File: src/rtl/mips_cpu_muldiv_ctrl.sv
// Iterative MULT/MULTU/DIV/DIVU sequencer owning HI/LO; latency WIDTH+2 cycles (2 for multiplies with
// MIPS_CPU_MULDIV_FAST_MUL_EN); no backpressure: start is ignored while busy, and busy stalls the pipeline.
module mips_cpu_muldiv_ctrl #(
  parameter int WIDTH = 32
) (
  input  logic             clk,
  input  logic             reset,
  input  logic             start,
  input  logic [1:0]       op,
  input  logic [WIDTH-1:0] A,
  input  logic [WIDTH-1:0] B,
  input  logic             mthi,
  input  logic             mtlo,
  input  logic [WIDTH-1:0] wdata,
  output logic             busy,
  output logic             done,
  output logic [WIDTH-1:0] hi,
  output logic [WIDTH-1:0] lo
);

  localparam int CW = $clog2(WIDTH);

  typedef enum logic [1:0] {IDLE, RUN, FIX} state_t;

  state_t             state;
  logic [1:0]         op_q;
  logic               sa, sb;
  logic [WIDTH-1:0]   opnd;
  logic [WIDTH-1:0]   a_raw;
  logic [2*WIDTH-1:0] acc;
  logic [CW-1:0]      cnt;

  logic               signed_op;
  logic [WIDTH-1:0]   mag_a, mag_b;

  assign signed_op = ~op[0];
  assign mag_a     = (signed_op && A[WIDTH-1]) ? -A : A;
  assign mag_b     = (signed_op && B[WIDTH-1]) ? -B : B;

  // Multiply step: conditionally add multiplicand to the upper half, then shift right.
  logic [WIDTH:0]     mul_sum;
  logic [2*WIDTH-1:0] mul_next;
  assign mul_sum  = {1'b0, acc[2*WIDTH-1:WIDTH]} + (acc[0] ? {1'b0, opnd} : {(WIDTH+1){1'b0}});
  assign mul_next = {mul_sum, acc[WIDTH-1:1]};

  // Divide step: the shifted remainder needs one extra bit before the trial subtract.
  logic [WIDTH:0]     rem_sh, diff;
  logic [2*WIDTH-1:0] div_next;
  assign rem_sh   = acc[2*WIDTH-1:WIDTH-1];
  assign diff     = rem_sh - {1'b0, opnd};
  assign div_next = diff[WIDTH] ? {rem_sh[WIDTH-1:0], acc[WIDTH-2:0], 1'b0}
                                : {diff[WIDTH-1:0],   acc[WIDTH-2:0], 1'b1};

  logic               neg_res, div0;
  logic [2*WIDTH-1:0] prod_fix;
  logic [WIDTH-1:0]   q_fix, r_fix;
  logic [WIDTH-1:0]   fix_hi, fix_lo;

  assign neg_res  = ~op_q[0] & (sa ^ sb);
  assign div0     = (opnd == '0);
  assign prod_fix = neg_res ? -acc : acc;
  assign q_fix    = neg_res ? -acc[WIDTH-1:0] : acc[WIDTH-1:0];
  assign r_fix    = (~op_q[0] & sa) ? -acc[2*WIDTH-1:WIDTH] : acc[2*WIDTH-1:WIDTH];

  always_comb begin
    fix_hi = prod_fix[2*WIDTH-1:WIDTH];
    fix_lo = prod_fix[WIDTH-1:0];
    if (op_q[1]) begin
      if (div0) begin
        fix_hi = a_raw;
        fix_lo = '1;
      end else begin
        fix_hi = r_fix;
        fix_lo = q_fix;
      end
    end
  end

`ifdef MIPS_CPU_MULDIV_FAST_MUL_EN
  logic [2*WIDTH-1:0] fast_prod;
  assign fast_prod = {{WIDTH{1'b0}}, mag_a} * {{WIDTH{1'b0}}, mag_b};
`endif

  always_ff @(posedge clk or posedge reset) begin
    if (reset) begin
      state <= IDLE;
      op_q  <= '0;
      sa    <= 1'b0;
      sb    <= 1'b0;
      opnd  <= '0;
      a_raw <= '0;
      acc   <= '0;
      cnt   <= '0;
      busy  <= 1'b0;
      done  <= 1'b0;
      hi    <= '0;
      lo    <= '0;
    end else begin
      done <= 1'b0;
      if (!busy) begin
        if (mthi) hi <= wdata;
        if (mtlo) lo <= wdata;
      end
      case (state)
        IDLE: begin
          if (start) begin
            op_q  <= op;
            sa    <= signed_op & A[WIDTH-1];
            sb    <= signed_op & B[WIDTH-1];
            a_raw <= A;
            cnt   <= '0;
            busy  <= 1'b1;
            if (op[1]) begin
              opnd  <= mag_b;
              acc   <= {{WIDTH{1'b0}}, mag_a};
              state <= RUN;
            end else begin
              opnd  <= mag_a;
`ifdef MIPS_CPU_MULDIV_FAST_MUL_EN
              acc   <= fast_prod;
              state <= FIX;
`else
              acc   <= {{WIDTH{1'b0}}, mag_b};
              state <= RUN;
`endif
            end
          end
        end
        RUN: begin
          acc <= op_q[1] ? div_next : mul_next;
          cnt <= cnt + 1'b1;
          if (cnt == CW'(WIDTH - 1)) state <= FIX;
        end
        FIX: begin
          hi    <= fix_hi;
          lo    <= fix_lo;
          busy  <= 1'b0;
          done  <= 1'b1;
          state <= IDLE;
        end
        default: state <= IDLE;
      endcase
    end
  end

endmodule

File: config.mk
export PLATFORM = sky130hd
export DESIGN_NAME = mips_cpu_muldiv_ctrl
export DESIGN_NICKNAME = d
export VERILOG_FILES = /design/src/rtl/mips_cpu_muldiv_ctrl.sv
export SDC_FILE = /design/constraint.sdc
export NUM_CORES = 1
export LEC_CHECK = 0
export ABC_CLOCK_PERIOD_IN_PS = 8370
export CORE_MARGIN = 2
export CORE_UTILIZATION = 35
export CTS_BUF_LIST = sky130_fd_sc_hd__clkbuf_4
export DETAILED_ROUTE_END_ITERATION = 8
export GPL_ROUTABILITY_DRIVEN = 0
export PLACE_DENSITY = 0.55
export SLEW_MARGIN = 20
export SYNTH_ARGS = -nofsm -noshare
export SYNTH_HDL_FRONTEND = slang
export SYNTH_SLANG_ARGS = --single-unit
export TNS_END_PERCENT = 20
File: constraint.sdc
create_clock -name clk -period 8.37 [get_ports clk]
set_input_delay 0.837 -clock clk [delete_from_list [all_inputs] [get_ports clk]]
set_output_delay 0.837 -clock clk [all_outputs]
set_load 0.05 [all_outputs]
==> flow_results.org <==
** Synth
- Ranked by total cell area, the synthesized netlist is headed by dfrtp_1, mux2i_1, a21oi_1.
- The mapped netlist covers 17400 µm².
- During synthesis, Yosys emitted a total of 0 warnings.
- Top flip-flop cell by instance count after synthesis :: dfrtp_1
- Synth Net Count :: 2375
- Mean Syn Cell Area :: 7.90 µm²
- After synthesis, the share of flip-flops with an asynchronous set or reset is 100%.
- Count of cell types in the netlist :: 79
- Top-count cell post-synth :: nor2_1
- In this run, synthesis produced a sequential element count of 205.
- Most common library cells after synthesis :: nor2_1, nand2_1, dfrtp_1
- After synthesis, flip-flops and latches occupy 29.5% of the total area.
- After technology mapping, the gate count stands at 2200.
- Of all cell types, the one taking the most synthesized area is dfrtp_1.
- Number of enable flip-flop cells after synthesis :: 0
- Area share of the largest cell type after synthesis :: 29.5%

** Clock network
- The H-tree was split into 2 levels.
- The clock net in this run drives a total of 205 sinks.
- Buffer cell driving the clock tree root :: clkbuf_4
- Clock buffers created by TritonCTS :: 60
- Max Buffers Root-to-Sink :: 3
- After clock tree synthesis, the flow added hold-fix buffers numbering 0.
- Quantity of gates resized following cts :: 0
- Clock Pin Slew Worst Setup and Hold Paths :: 70 ps
- TritonCTS clock tree :: done
- Clock latency on the worst-skew pair, taken at its later pin, is 830 ps.
- The number of setup buffers added after CTS is 0.

** Global route
- Wire length of the first global-routing pass :: 103 mm
- Global routing used 26.2% of the available tracks.
- The initial antenna violation count came to 3.
- Vias in the first global route :: 16400
- Aggregate global routing overflow :: 0
- Entering global routing, the biggest net connects 112 pins.

** Critical path
- The signal on the critical path passes through inv_1 -> ha_1 -> fa_1 -> nor2b_1 -> o31ai_1 -> a21o_1 -> o211ai_1 -> a211o_1 -> nand2_1 -> a211oi_1 -> buf_4 -> o21ai_1 -> a22o_1.
- At the worst endpoint, the required time is 9070 ps.
- Data on the critical path arrives at its endpoint at 4940 ps.
- STA classifies the critical path endpoint as a flip-flop.
- Broken down by cell family, the worst path's largest delay share belongs to compound AO/OA/AOI/OAI gates.
- Buffering stage count on the worst path with inverters included :: 2
- Launching element type of the critical path :: flip-flop
- The critical path is of the flip-flop to flip-flop type.
- For this design, the slowest cell found on the critical path is a211oi_1.
- Largest stage delay, worst path :: 710 ps
- Critical-path maximum fanout :: 10

** Place
- Timing analysis after detailed placement gives a worst setup slack of 4220 ps.
- PortBufs :: 168
- Detailed placement finished with a half-perimeter wire length of 52.0 mm.

** Power
- The analysis attributes to cell leakage a power of 8.76 nW.
- Maximum VDD drop :: 0.253 mV
- The completed layout was analyzed and its total power is 9.39 mW.
- Power per cell area :: 462 nW/µm²

** Floorplanning
- Core ar. :: 49000 µm²
- Die W :: 227 µm
- Measured along the y axis, the die boundary spans 227 µm.
- After floorplanning, the core was divided into 81 placement rows.
- In this run the count of I/O pins placed on the die edge is 169.
- Die area :: 51400 µm²
- The initial utilization of the core area, before any placement, comes to 35.5%.

** Run
- Number of violations of the max-capacitance limit :: 0

** Timing
- The total count of max-transition violations in the final report is 0.
- The routed design could run at a clock period as short as 4240 ps.
- # setup viols final :: 0
- The count of final hold-check violations was 0.
- RSZ-0062 raised after global routing :: no
- Ratio of final minimum period to clock period :: 50.6%
- For the final database, setup skew stands at 52.0 ps.
- Worst Hold Slack :: 486 ps
- After layout, the worst setup slack is 4130 ps.
- Pin slew with the least headroom to its limit :: 1130 ps
- Fmax :: 0.236 GHz
- Slew headroom :: 24.5%
- Sum of negative setup slack :: 0 ps

** Cells and area
- Syn-to-layout area delta :: 17.1%
- For this run, the share of the core covered by cells in the final layout is 41.6%.
- Count of filler cells inserted in the layout :: 5038
- Of the cells placed in the final design, the portion with a size suffix greater than 1 is 7.70%.
- Number of nets in the final layout :: 2479

** Drt
- Total Routed Length :: 68.5 mm
- Number of remaining DRC errors :: 0
- Vias post-DR :: 17500
- Wire length per cell :: 22.7 µm
- Before antenna repair, the detailed router went through 6 iterations.
- Once detail routing completed, the nets flagged for antenna violations numbered 0.
- Drt first-iter violations :: 1827
- Using the TritonRoute via totals, the vias-per-cell ratio works out to 5.82.

** Status
- The flow ran to the end, and the final reports show no timing, DRC or antenna violations.

** Min path
- The path class of the tightest hold or removal check is flip-flop to flip-flop.
cell families after synthesis:
group	Yosys count	share of synthesized area, %
AO/OA/AOI/OAI	677	24.2
flip-flops	205	29.5
adder cells (fa/ha/maj)	72	5.27
buffers and inverters	219	4.78
AND/OR/NAND/NOR	713	18.9
XOR/XNOR	158	7.96
multiplexers	156	9.30
placed cells by master (no fill, tap or decap), types with 14 or more instances in the layout:
| cell | count |
|---|---|
| a22oi_1 | 45 |
| nand3_1 | 23 |
| and3_1 | 17 |
| nor3_1 | 50 |
| or3_1 | 21 |
| a21oi_1 | 197 |
| a31oi_1 | 40 |
| o211ai_1 | 17 |
| a21o_1 | 31 |
| clkinv_1 | 14 |
| o21a_1 | 18 |
| nor2b_1 | 22 |
| xnor2_1 | 83 |
| mux2_2 | 40 |
| ha_1 | 70 |
| o31ai_1 | 20 |
| clkbuf_4 | 93 |
| nand2_1 | 228 |
| clkdlybuf4s50_1 | 167 |
| dfrtp_1 | 204 |
| nor2_1 | 237 |
| xor2_1 | 75 |
| nand2b_1 | 16 |
| inv_1 | 66 |
| o21ai_0 | 108 |
| o21ai_1 | 79 |
| buf_4 | 25 |
| a211oi_1 | 25 |
| mux2i_1 | 112 |
| nor4_1 | 27 |
| or4_1 | 14 |
worst register-to-register path, stage by stage (launching register included):
cell      delay [ps]
dfrtp_1          600
inv_1            200
ha_1             250
fa_1             410
nor2b_1          180
o31ai_1          140
a21o_1           250
o211ai_1         450
a211o_1          260
nand2_1          130
a211oi_1         710
buf_4            280
o21ai_1           80
a22o_1           190
metal layers:
metal	up-vias	routed length, µm	GRT usage [%]
met5	-	14	0
met4	2	2350	9.21
met3	136	5250	5.09
met2	763	29400	39.0
met1	8447	31500	37.7
li1	8200	-	-
power by group:
| group | internal (mW) | total [mW] | switching, mW |
|---|---|---|---|
| Combinational | 2.40 | 6.09 | 3.69 |
| Clock | 0.532 | 1.01 | 0.477 |
| Sequential | 1.45 | 2.29 | 0.838 |
| Total | 4.39 | 9.39 | 5.00 |
flip-flops by register name, summed over array words and instances (netlist names):
register	flops
hi	32
opnd	32
sb	1
sa	1
busy	1
acc	64
done	1
lo	32
op_q	2
state	2
a_raw	32
cnt	5
cell type report:
class                      instances  area (µm²)  share of cell area (%)
inverter                          69         267                    1.31
antenna                            3        7.51                  0.0369
timing repair buffer             192        1860                    9.14
sequential                       205        5130                    25.2
tap                              664         831                    4.08
clock buffer                      93         698                    3.43
multi-input combinational       1776       11500                    56.3
clock inverter                    15        88.8                   0.437
through the flow:
stage | instances | cell area [µm²]
6_report | 3017 | 20300
5_1_grt | 3016 | 20300
2_1_floorplan | 2200 | 17400
4_1_cts | 3014 | 20300
3_3_place_gp | 2906 | 19500
3_5_place_dp | 2906 | 19500
worst paths after layout:
kind / from / to / slack [ps] / cells after the start
hold reg to reg: cnt[3] / cnt[3] / 490 / 1
setup / recovery: acc[31] / acc[0] / 4130 / 13
min in group asynchronous: reset / hi[24] / 550 / 2
max in group asynchronous: reset / a_raw[3] / 6440 / 3
hold / removal: cnt[3] / cnt[3] / 490 / 1
setup reg to reg: acc[31] / acc[0] / 4130 / 13
No activity file was read; power rests on OpenSTA's default activity.
